### src/rtl/unified_mem_arbiter_if.sv
// Cache-side request/response and memory-side drive signals of the unified memory arbiter.
// The arbiter takes the slave view; the caches and memory model take the master view.
interface unified_mem_arbiter_if #(
    parameter int ADDR_W = 16,
    parameter int DATA_W = 64
);
    logic              ic_req;
    logic [ADDR_W-1:0] ic_addr;
    logic [DATA_W-1:0] ic_rdata;
    logic              ic_done;
    logic              dc_req;
    logic              dc_we;
    logic [ADDR_W-1:0] dc_addr;
    logic [DATA_W-1:0] dc_wdata;
    logic [DATA_W-1:0] dc_rdata;
    logic              dc_done;
    logic              err;
    logic [ADDR_W-1:0] mem_addr;
    logic              mem_re;
    logic              mem_we;
    logic [DATA_W-1:0] mem_wdata;
    logic [DATA_W-1:0] mem_rdata;
    logic              mem_rdy;
    logic              busy;

    modport slave (
        input  ic_req, ic_addr, dc_req, dc_we, dc_addr, dc_wdata, mem_rdata, mem_rdy,
        output ic_rdata, ic_done, dc_rdata, dc_done, err, mem_addr, mem_re, mem_we,
               mem_wdata, busy
    );

    modport master (
        output ic_req, ic_addr, dc_req, dc_we, dc_addr, dc_wdata, mem_rdata, mem_rdy,
        input  ic_rdata, ic_done, dc_rdata, dc_done, err, mem_addr, mem_re, mem_we,
               mem_wdata, busy
    );
endinterface

### src/rtl/unified_mem_arbiter.sv
// Single-outstanding arbiter between I-cache and D-cache traffic in front of the unified memory.
// D wins ties unless it won last; watchdog aborts a granted access that never sees mem_rdy.
module unified_mem_arbiter #(
    parameter int ADDR_W  = 16,
    parameter int DATA_W  = 64,
    parameter int TIMEOUT = 16
) (
    input logic clk,
    input logic rst,
    unified_mem_arbiter_if.slave bus
);
    typedef enum logic [1:0] {IDLE, GNT_I, GNT_D, DONE} state_t;

    typedef struct packed {
        logic [ADDR_W-1:0] addr;
        logic              we;
        logic [DATA_W-1:0] wdata;
    } req_t;

    state_t            state;
    logic              last_d;
    logic [7:0]        cnt;
    logic              busy_q;
    logic [ADDR_W-1:0] mem_addr_q;
    logic [DATA_W-1:0] mem_wdata_q;
    logic              mem_re_q;
    logic              mem_we_q;
    logic [DATA_W-1:0] ic_rdata_q;
    logic [DATA_W-1:0] dc_rdata_q;
    logic              ic_done_q;
    logic              dc_done_q;
    logic              err_q;

    logic i_elig, d_elig, pick_i, pick_d, timeout;
    req_t i_req, d_req, win;

    // A requester still holding req during its own done pulse is not a new request.
    assign i_elig  = bus.ic_req & ~ic_done_q;
    assign d_elig  = bus.dc_req & ~dc_done_q;
    assign pick_d  = d_elig & (~i_elig | ~last_d);
    assign pick_i  = i_elig & ~pick_d;
    assign timeout = (cnt == 8'(TIMEOUT - 1));

    assign i_req = '{addr: bus.ic_addr, we: 1'b0, wdata: '0};
    assign d_req = '{addr: bus.dc_addr, we: bus.dc_we, wdata: bus.dc_wdata};
    assign win   = pick_d ? d_req : i_req;

    always_ff @(posedge clk) begin
        if (rst) begin
            state       <= IDLE;
            last_d      <= 1'b0;
            cnt         <= '0;
            busy_q      <= 1'b0;
            mem_addr_q  <= '0;
            mem_wdata_q <= '0;
            mem_re_q    <= 1'b0;
            mem_we_q    <= 1'b0;
            ic_rdata_q  <= '0;
            dc_rdata_q  <= '0;
            ic_done_q   <= 1'b0;
            dc_done_q   <= 1'b0;
            err_q       <= 1'b0;
        end else begin
            ic_done_q <= 1'b0;
            dc_done_q <= 1'b0;
            err_q     <= 1'b0;
            case (state)
                IDLE: begin
                    if (pick_d | pick_i) begin
                        state       <= pick_d ? GNT_D : GNT_I;
                        last_d      <= pick_d;
                        mem_addr_q  <= win.addr;
                        mem_wdata_q <= win.wdata;
                        mem_re_q    <= ~win.we;
                        mem_we_q    <= win.we;
                        cnt         <= '0;
                        busy_q      <= 1'b1;
                    end
                end
                GNT_I, GNT_D: begin
                    cnt <= cnt + 8'd1;
                    // mem_rdy wins over the watchdog when both land in the same cycle
                    if (bus.mem_rdy || timeout) begin
                        state    <= DONE;
                        mem_re_q <= 1'b0;
                        mem_we_q <= 1'b0;
                        err_q    <= ~bus.mem_rdy;
                        if (state == GNT_I) ic_done_q <= 1'b1;
                        else                dc_done_q <= 1'b1;
                        if (bus.mem_rdy && mem_re_q) begin
                            if (state == GNT_I) ic_rdata_q <= bus.mem_rdata;
                            else                dc_rdata_q <= bus.mem_rdata;
                        end
                    end
                end
                DONE: begin
                    state  <= IDLE;
                    busy_q <= 1'b0;
                end
                default: state <= IDLE;
            endcase
        end
    end

    assign bus.mem_addr  = mem_addr_q;
    assign bus.mem_wdata = mem_wdata_q;
    assign bus.mem_re    = mem_re_q;
    assign bus.mem_we    = mem_we_q;
    assign bus.ic_rdata  = ic_rdata_q;
    assign bus.dc_rdata  = dc_rdata_q;
    assign bus.ic_done   = ic_done_q;
    assign bus.dc_done   = dc_done_q;
    assign bus.err       = err_q;
    assign bus.busy      = busy_q;
endmodule
### src/flat_wrapper.sv
// flat-port wrapper written by rule: the top's interface ports become plain ports
module unified_mem_arbiter_flat 
#(
    parameter int ADDR_W  = 16,
    parameter int DATA_W  = 64,
    parameter int TIMEOUT = 16
)
  (clk, rst, bus_ic_req, bus_ic_addr, bus_dc_req, bus_dc_we, bus_dc_addr, bus_dc_wdata, bus_mem_rdata, bus_mem_rdy, bus_ic_rdata, bus_ic_done, bus_dc_rdata, bus_dc_done, bus_err, bus_mem_addr, bus_mem_re, bus_mem_we, bus_mem_wdata, bus_busy);
  unified_mem_arbiter_if #(.ADDR_W(ADDR_W), .DATA_W(DATA_W)) bus_i ();
  input logic clk;
  input logic rst;
  input wire logic [$bits(bus_i.ic_req)-1:0] bus_ic_req;
  input wire logic [$bits(bus_i.ic_addr)-1:0] bus_ic_addr;
  input wire logic [$bits(bus_i.dc_req)-1:0] bus_dc_req;
  input wire logic [$bits(bus_i.dc_we)-1:0] bus_dc_we;
  input wire logic [$bits(bus_i.dc_addr)-1:0] bus_dc_addr;
  input wire logic [$bits(bus_i.dc_wdata)-1:0] bus_dc_wdata;
  input wire logic [$bits(bus_i.mem_rdata)-1:0] bus_mem_rdata;
  input wire logic [$bits(bus_i.mem_rdy)-1:0] bus_mem_rdy;
  output wire logic [$bits(bus_i.ic_rdata)-1:0] bus_ic_rdata;
  output wire logic [$bits(bus_i.ic_done)-1:0] bus_ic_done;
  output wire logic [$bits(bus_i.dc_rdata)-1:0] bus_dc_rdata;
  output wire logic [$bits(bus_i.dc_done)-1:0] bus_dc_done;
  output wire logic [$bits(bus_i.err)-1:0] bus_err;
  output wire logic [$bits(bus_i.mem_addr)-1:0] bus_mem_addr;
  output wire logic [$bits(bus_i.mem_re)-1:0] bus_mem_re;
  output wire logic [$bits(bus_i.mem_we)-1:0] bus_mem_we;
  output wire logic [$bits(bus_i.mem_wdata)-1:0] bus_mem_wdata;
  output wire logic [$bits(bus_i.busy)-1:0] bus_busy;
  assign bus_i.ic_req = bus_ic_req;
  assign bus_i.ic_addr = bus_ic_addr;
  assign bus_i.dc_req = bus_dc_req;
  assign bus_i.dc_we = bus_dc_we;
  assign bus_i.dc_addr = bus_dc_addr;
  assign bus_i.dc_wdata = bus_dc_wdata;
  assign bus_i.mem_rdata = bus_mem_rdata;
  assign bus_i.mem_rdy = bus_mem_rdy;
  assign bus_ic_rdata = bus_i.ic_rdata;
  assign bus_ic_done = bus_i.ic_done;
  assign bus_dc_rdata = bus_i.dc_rdata;
  assign bus_dc_done = bus_i.dc_done;
  assign bus_err = bus_i.err;
  assign bus_mem_addr = bus_i.mem_addr;
  assign bus_mem_re = bus_i.mem_re;
  assign bus_mem_we = bus_i.mem_we;
  assign bus_mem_wdata = bus_i.mem_wdata;
  assign bus_busy = bus_i.busy;
  unified_mem_arbiter #(.ADDR_W(ADDR_W), .DATA_W(DATA_W), .TIMEOUT(TIMEOUT)) u_core (.clk(clk), .rst(rst), .bus(bus_i));
endmodule
### config.mk
export PLATFORM = sky130hd
export DESIGN_NAME = unified_mem_arbiter_flat
export DESIGN_NICKNAME = d
export VERILOG_FILES = /design/src/rtl/unified_mem_arbiter_if.sv /design/src/rtl/unified_mem_arbiter.sv /design/src/flat_wrapper.sv
export SDC_FILE = /design/constraint.sdc
export NUM_CORES = 1
export LEC_CHECK = 0
export ABC_AREA = 0
export CORE_MARGIN = 4
export CORE_UTILIZATION = 42
export CTS_BUF_LIST = sky130_fd_sc_hd__clkbuf_8
export DETAILED_ROUTE_END_ITERATION = 8
export PLACE_DENSITY = 0.82
export SLEW_MARGIN = 20
export SYNTH_ARGS = -nofsm -noshare
export SYNTH_HDL_FRONTEND = slang
export SYNTH_SLANG_ARGS = --single-unit
### constraint.sdc
create_clock -name clk -period 2.5 [get_ports clk]
set_input_delay 0.5 -clock clk [delete_from_list [all_inputs] [get_ports clk]]
set_output_delay 0.5 -clock clk [all_outputs]
set_load 0.05 [all_outputs]
## Word level (Yosys, flattened, before mapping)

Index checks and enable logic that the tools add are counted.

| storage, ports and cells | value |
|---|---|
| register bits after elaboration | 225 |
| output and inout bits | 214 |

| operators by class | value |
|---|---|
| reductions and logical operators | 14 |
| eq/ne operators | 6 |
| bitwise logic cells | 16 |
| muxes and demuxes | 16 |
| add/subtract/negate cells | 1 |

Operators by type and width:

| kind | number |
|---|---|
| $mux 81 | 1 |
| $pmux 8 s2 | 1 |
| $not 1->1 | 10 |
| $add 8x1->8 const B | 1 |
| $eq 8x4->1 const B | 1 |
| $mux 8 | 1 |
| $reduce_and 2->1 | 4 |
| $reduce_and 4->1 | 2 |
| $mux 1 | 6 |
| $mux 2 | 3 |
| $pmux 1 s2 | 3 |
| $pmux 2 s3 | 1 |
| $and 1x1->1 | 4 |
| $eq 2x2->1 const B | 2 |
| $ne 2x1->1 const B | 2 |
| $reduce_bool 2->1 | 2 |
| $reduce_and 3->1 | 1 |
| $reduce_or 3->1 | 1 |
| $eq 2x1->1 const B | 1 |
| $logic_not 2->1 | 1 |
| $or 1x1->1 | 2 |
| $reduce_or 2->1 | 1 |
| $logic_and 1x1->1 | 1 |
| $logic_or 1x1->1 | 1 |

## Longest topological paths before layout

Gate-level depths: netlist of run 1.

| logic depth | value |
|---|---|
| word-level depth | 10 |
| gate-level depth with buffers | 8 |
| mapped depth without buffers | 6 |

## Worst setup path after synthesis of run 1

No wires, ideal clock.

| path | value |
|---|---|
| path type | reg-to-reg |
| from | register u_core.state[0] |
| to | register u_core.cnt[7] |
| period minus slack after synthesis | 1794 ps |
| required time | 2428 ps |
| stages on the path, launching flop included | 9 |
| slack | 706 ps |
| arrival time | 1723 ps |
| buffers on the path | 2 |
| library setup time | 72 ps |
| cells stage by stage | dfxtp_1 inv_1 ha_1 buf_4 nor2_1 a31o_4 buf_6 nor4_1 mux2i_1 |

| on the way | value |
|---|---|
| longest elaborated chain between the ends | 4 |
| elaborated cells between the ends (all ways) | 8 |
| those cells by class | eq/ne (3); mux (1); reduce/logical (4) |

Ends and longest elaborated chain:

| element | line | RTL |
|---|---|---|
| start, declared | unified_mem_arbiter.sv:20 | `state_t state;` |
| start signal, assigned | unified_mem_arbiter.sv:70 | `state <= pick_d ? GNT_D : GNT_I;` |
| $eq 2x2->1 or $eq 2x1->1 (tied branches) | unified_mem_arbiter.sv:67 | `case (state)` |
| $reduce_or 2->1 | unified_mem_arbiter.sv:67 |  |
| $reduce_bool 2->1 (no line) | -- |  |
| $reduce_and 2->1 (no line) | -- |  |
| end signal, assigned | unified_mem_arbiter.sv:81 | `cnt <= cnt + 8'd1;` |
| end, declared | unified_mem_arbiter.sv:22 | `logic [7:0] cnt;` |

Several ways; a longest one is shown, not always the timed one.
A chain may end at the register's enable or synchronous reset.

## Worst setup path after layout of run 1

| path | value |
|---|---|
| from | register u_core.mem_re_q, in the netlist u_core.bus.mem_re |
| to | output port bus_mem_re |

RTL lines:

| element | line | RTL |
|---|---|---|
| start, declared | unified_mem_arbiter.sv:26 | `logic mem_re_q;` |
| start signal, assigned | unified_mem_arbiter.sv:74 | `mem_re_q <= ~win.we;` |
| end, declared | flat_wrapper.sv:26 | `output wire logic [$bits(bus_i.mem_re)-1:0] bus_mem_re;` |

No word-level cell between the ends.

==> out/metrics.cfg, run 1 <==
[layout]
final_nets = 1498
utilization_pct = 68.02
n_fill_cell = 1541
design_area_sq_um = 12770
area_growth_pct = 59.07
layout-drive-gt1-share_pct = 6.074
antennaDiodeCount = 0

[cts]
cts_made_buffers = 39
cts_resized = 0
clock_sink_count = 225
cts_root_buffer = clkbuf_8
cts_setup_buffers = 0
cts.htree.levels = 2
cts_tree = built
insertion_delay_ns = 0.51
path_clk_slew_ns = 0.06
holdBufCountCts = 0
cts_buffer_depth = 3

[pwr]
vdd.ir_drop.worst_v = 0.0006302
p_leak_nw = 4.541
power_density_nw_per_um2 = 891.3

[global_route]
grt.overflow.total = 0
grt_usage_pct = 23.86
grt_pass1_wl_um = 41890
grt_pass1_vias = 7923
grt_max_degree = 68
antenna_found_initial = 0

[sta]
tns_ns = 0
tightest_slew_ns = 0.6949
timing.fmax_mhz = 428.5
rsz0062_at_grt = no
timing.final.hold_violations = 0
relSlewSlack_pct = 53.67
skew_ns = 0.01161
fin_crit_sh_pct = 93.34
final-setup-viol-count = 0
period_minus_slack_ns = 2.334
drv_slew = 0

[setup_path]
max_stage_delay_ns = 0.89
crit_fanout = 6
cp-startpoint = u_core.bus.mem_re
worstSetupStartpointType = flop
critical_path_buf_inv_count = 1
worst_path_max_delay_cell = clkdlybuf4s50_1
r2r-start = u_core.state[0]
rr_endpoint = u_core.cnt[5]
endpoint = bus_mem_re
crit_required_ns = 2.00
cp_num_cells = 1
worstPathArrival_ns = 1.83
rr_worst_depth = 6
cp_cell_sequence = clkdlybuf4s50_1
r2r_slack_ns = 0.45
critPathTopFamily = buffers and inverters
cp-end-kind = primary output
worst-setup-path-type = reg -> out

[routing]
drc = 0
drtIter0Drc = 415
wirelength_um = 27020
dr.pass1.iters = 5
wl_per_cell_um = 17.06
via_per_inst = 5.158
vias = 8170
detail-route-antenna-nets = 0

[die]
die_y_um = 146.2
rows = 50
coreArea_sq_um = 18770
start_util_pct = 42.76
ios = 380
die_w_um = 146.2
die_area_sq_um = 21380

[logic_synthesis]
synth-edff-count = 0
syn_nets = 1136
syn-cell-area_sq_um = 8025
synthArstFlopShare_pct = 0
synthCells = 964
syn_avg_cell_area_sq_um = 8.325
synth.distinct_cells = 43
ys.flop_type = dfxtp_1
ys_seq_elements = 225
yosysWarnings = 0
yosysSeqAreaShare_pct = 56.13

[place]
place_area_sq_um = 12000
hpwl_um = 18900
portBuffers = 379
gp_congestion = 0.8445

[run]
drv_cap = 0

[worst_hold_path]
hold_class = in -> reg
worstHoldStart = rst

[run_status]
status = finished clean

## synthesized netlist by cell type, types with 2 or more instances
cell type / n / area share, %
ha_1: 6 / 0.94
a21oi_1: 140 / 8.7
buf_1: 5 / 0.23
nand3_1: 8 / 0.50
a31oi_1: 18 / 1.4
nand4_1: 2 / 0.16
dfxtp_1: 225 / 56
and3_1: 3 / 0.23
a211o_1: 3 / 0.33
or3_2: 3 / 0.28
o21ai_0: 24 / 1.5
nor2_1: 73 / 3.4
or4_1: 2 / 0.19
buf_6: 2 / 0.28
buf_4: 2 / 0.19
nor4_1: 2 / 0.16
clkbuf_1: 45 / 2.1
nand2_1: 293 / 14
inv_1: 5 / 0.23
buf_2: 17 / 1.1
a22oi_1: 64 / 6.0
## where the power goes
part	switching, W	total [W]	leakage, nW	internal (W)
Clock	0.00141	0.00326	0.444	0.00185
Combinational	0.00255	0.00390	2.27	0.00135
Sequential	0.000228	0.00422	1.83	0.00399
## state kept, by name, indices dropped and copies added (netlist names)
| register | cells |
|---|---|
| u_core.bus.ic_rdata | 64 |
| u_core.bus.ic_done | 1 |
| u_core.bus.err | 1 |
| u_core.last_d | 1 |
| u_core.bus.mem_re | 1 |
| u_core.state | 2 |
| u_core.bus.dc_done | 1 |
| u_core.bus.busy | 1 |
| u_core.bus.dc_rdata | 64 |
| u_core.bus.mem_addr | 16 |
| u_core.cnt | 8 |
| u_core.bus.mem_wdata | 64 |
| u_core.bus.mem_we | 1 |
## metal layers
metal / routed length [um] / global-route usage (%) / up-vias / share of wire [%]
met5: 0 / 0 / - / 0
met4: 1016 / 10.21 / 0 / 3.8
met3: 2465 / 7.418 / 64 / 9.1
met2: 13090 / 40.96 / 363 / 48
met1: 10450 / 27.52 / 3780 / 39
li1: - / - / 3963 / -
## worst min-delay path by stage
stage / endpoint / slack (ns) / depth (start not counted)
after global routing: u_core.bus.ic_rdata[3] / 0.40 / 2
after CTS: u_core.bus.ic_rdata[3] / 0.37 / 2
after global placement: u_core.bus.ic_rdata[29] / 0.44 / 2
after detailed placement: u_core.bus.dc_rdata[49] / 0.45 / 2
final: u_core.bus.ic_rdata[4] / 0.40 / 2
after floorplan: u_core.cnt[5] / 0.48 / 2
## kinds of logic after synthesis
logic type	after synthesis	share of synthesized area, %
and+or+nand+nor	395	19.52
adders and majority gates	6	0.9354
muxes	1	0.1247
DFF	225	56.13
AOI/OAI and AO/OA	259	19.08
buffers and inverters	78	4.209
## through the flow
stage	power, W	setup slack (ns)	hold WS, ns	cells
4_1_cts	0.01149	0.1451	0.3686	1584
3_5_place_dp	0.008190	0.3204	0.4455	1519
6_report	0.01138	0.1664	0.4034	1584
2_1_floorplan	0.006770	0.7056	0.4783	964
5_1_grt	0.01190	0.1031	0.4041	1584
3_3_place_gp	0.008140	0.3246	0.4408	1519
## cell usage in the layout, fill, tap and decap left out, types with 6 or more instances in the layout
cell type	n
dfxtp_1	225
nand2_1	293
a31oi_1	18
nand3_1	7
buf_12	6
ha_1	6
o21ai_0	24
inv_1	18
clkdlybuf4s50_1	378
nor2_1	73
buf_4	8
a22oi_1	64
a21oi_1	140
clkbuf_8	49
## area by class of cell
type	count	area (sq um)	area share [%]
tap	234	292.8	2.293
sequential	225	4504	35.28
clock buffer	49	674.4	5.283
multi-input combinational	661	3208	25.13
timing repair buffer	393	3975	31.14
clock inverter	16	88.84	0.6959
inverter	6	22.52	0.1764
(Power assumes the default switching activity.)
==> run 2, diff against run 1 <==
--- a/config.mk
+++ b/config.mk
@@ -10,6 +10,7 @@
 export CORE_UTILIZATION = 42
 export CTS_BUF_LIST = sky130_fd_sc_hd__clkbuf_8
 export DETAILED_ROUTE_END_ITERATION = 8
+export GPL_TIMING_DRIVEN = 0
 export PLACE_DENSITY = 0.82
 export SLEW_MARGIN = 20
 export SYNTH_ARGS = -nofsm -noshare
==> run 2 against run 1 <==
  * Critical path depth is the same
  * Clock power shrank 2%
  * Global-route usage grew 1.9 points
  * Combinational power grew 2%
  * Via count grew 3.9%
  * Clock-buffer cell count grew 1
  * First-iteration DRC count grew 12%
  * Die area is the same
  * Core utilization grew 0.50 points
==> out/metrics.cfg, run 2 (same netlist as run 1, synthesis figures left out) <==
[run_status]
status = finished clean

[setup_path]
worst_path_max_delay_cell = clkdlybuf4s50_1
rr_worst_depth = 7  ; +1
critPathTopFamily = buffers and inverters
critical_path_buf_inv_count = 1  ; unchanged
worst-setup-path-type = reg -> out
cp-end-kind = primary output
r2r_slack_ns = 0.26  ; -0.19 ns
cp-startpoint = u_core.bus.mem_re
worstSetupStartpointType = flop
crit_required_ns = 2.00  ; about the same
endpoint = bus_mem_re
rr_endpoint = u_core.bus.ic_rdata[26]
worstPathArrival_ns = 1.82  ; about the same
crit_fanout = 6  ; unchanged
cp_num_cells = 1  ; unchanged
cp_cell_sequence = clkdlybuf4s50_1
r2r-start = u_core.state[0]
max_stage_delay_ns = 0.88  ; about the same

[sta]
tns_ns = 0  ; unchanged
tightest_slew_ns = 0.7548  ; +0.05987 ns
timing.final.hold_violations = 0  ; unchanged
setup_slack_ns = 0.1800  ; +0.01362 ns
drv_slew = 0  ; unchanged
timing.fmax_mhz = 431.0  ; +0.59%
final-setup-viol-count = 0  ; unchanged
rsz0062_at_grt = no
period_minus_slack_ns = 2.320  ; -0.01362 ns
skew_ns = 0.02212  ; +0.01051 ns
fin_crit_sh_pct = 92.80  ; -0.54 points
relSlewSlack_pct = 49.68  ; -4.0 points

[routing]
drtIter0Drc = 466  ; +12%
vias = 8489  ; +3.9%
detail-route-antenna-nets = 0  ; unchanged
wirelength_um = 29290  ; +8.4%
wl_met1_um = 11140  ; +6.6%
drc = 0  ; unchanged
route.met3.wl_um = 2762  ; +12%
via_per_inst = 5.170  ; +0.23%
wl_per_cell_um = 17.84  ; +4.6%
top_layer = met4
wl_met2_um = 14530  ; +11%
dr.pass1.iters = 6  ; +1

[layout]
final_nets = 1553  ; +3.7%
area_growth_pct = 60.24
layout-drive-gt1-share_pct = 6.041  ; -0.033 points
n_fill_cell = 1501  ; -2.6%
final_common_cell = clkdlybuf4s50_1
layout_common_cells = clkdlybuf4s50_1, nand2_1, dfxtp_1

[run]
drv_cap = 0  ; unchanged

[global_route]
grt_max_degree = 11  ; -84%
grt_usage_pct = 25.75  ; +1.9 points
antenna_found_initial = 1  ; +1
grt_pass1_vias = 8199  ; +3.5%
grt.overflow.total = 0  ; unchanged
grt_pass1_wl_um = 44560  ; +6.4%

[cts]
cts_setup_buffers = 0  ; unchanged
cts_tree = built
cts_made_buffers = 37  ; -5.1%
clock_sink_count = 225  ; unchanged
cts_buffer_depth = 3  ; unchanged
path_clk_slew_ns = 0.07  ; about the same
cts_root_buffer = clkbuf_8
cts.htree.levels = 2  ; unchanged
insertion_delay_ns = 0.52  ; about the same

[die]
die_area_sq_um = 21380  ; unchanged
start_util_pct = 42.76  ; unchanged
rows = 50  ; unchanged
ios = 380  ; unchanged
die_y_um = 146.2  ; unchanged
coreArea_sq_um = 18770  ; unchanged
die_w_um = 146.2  ; unchanged

[pwr]
power_density_nw_per_um2 = 886.5  ; -0.53%
vdd.ir_drop.worst_v = 0.0007642  ; +21%
p_leak_nw = 4.600  ; +1.3%
p_total_w = 0.01140  ; +0.20%

[worst_hold_path]
hold_class = in -> reg
worstHoldStart = bus_mem_rdy

[place]
portBuffers = 378  ; -0.26%
gp_congestion = 0.8837  ; +4.6%
place_ws_ns = 0.04839  ; -0.2720 ns
hpwl_um = 22030  ; +17%

==> run 2: cell count changes in the layout (fill, tap and decap cells not counted), moves of 2 or more <==
cell	previous run	this run
clkbuf_1	0	45
and3_2	3	1
buf_1	0	5
buf_2	0	17
and3_1	1	3
buf_12	6	0
buf_4	8	2
==> run 2: how the worst min path moves through the flow <==
stage / to / cells past startpoint
2_1_floorplan: u_core.cnt[5] / 2
3_3_place_gp: u_core.bus.dc_rdata[63] / 2
3_5_place_dp: u_core.bus.dc_rdata[52] / 2
4_1_cts: u_core.bus.err / 2
5_1_grt: u_core.bus.err / 2
6_report: u_core.bus.err / 2
==> run 2: area by class of cell <==
class | instances | area, sq um | share of cell area [%]
clock inverters | 15 | 61.31 | 0.4767
diodes | 1 | 2.502 | 0.01946
inverters | 6 | 22.52 | 0.1751
multi-input cells | 661 | 3189 | 24.80
well taps | 234 | 292.8 | 2.277
flip-flops and latches | 225 | 4504 | 35.03
repair buffers | 378 | 3784 | 29.42
clock buffers | 50 | 688.2 | 5.351
plain buffers | 72 | 315.3 | 2.452
==> run 2: metal layers <==
| metal | vias to the layer above | global-route usage (%) |
|---|---|---|
| met1 | 3944 | 28.92 |
| met5 | - | 0 |
| met4 | 0 | 8.373 |
| li1 | 4092 | - |
| met3 | 57 | 9.094 |
| met2 | 396 | 45.61 |
==> run 2: metrics by stage <==
stage	hold slack, ns	std cells	util [%]	area (sq um)
after floorplan	0.4783	964	-	8025
after global placement	0.4408	1576	64.48	12100
after detailed placement	0.4459	1576	64.48	12100
after CTS	0.2210	1641	68.47	12850
after global routing	0.2345	1642	68.52	12860
final	0.2535	1642	68.52	12860
==> run 2: what timing repair did <==
item | 4_1_cts | 5_1_grt
hold buffers | 0 | 0
setup endpoints to repair | 0 | 16
resized for setup | 0 | 1
==> run 2: power breakdown <==
part           internal [W]  switching (W)  leakage [nW]
clock               0.00177        0.00142         0.433
combinational       0.00135        0.00263          2.34
sequential          0.00399       0.000232          1.83
total               0.00712        0.00428          4.60
==> run 3, diff against run 2 <==
--- a/config.mk
+++ b/config.mk
@@ -12,6 +12,7 @@
 export DETAILED_ROUTE_END_ITERATION = 8
 export GPL_TIMING_DRIVEN = 0
 export PLACE_DENSITY = 0.82
+export SKIP_CTS_REPAIR_TIMING = 1
 export SLEW_MARGIN = 20
 export SYNTH_ARGS = -nofsm -noshare
 export SYNTH_HDL_FRONTEND = slang
==> results of run 3 <==
Same layout as run 2: the final DEF is identical, and so are final timing and power.
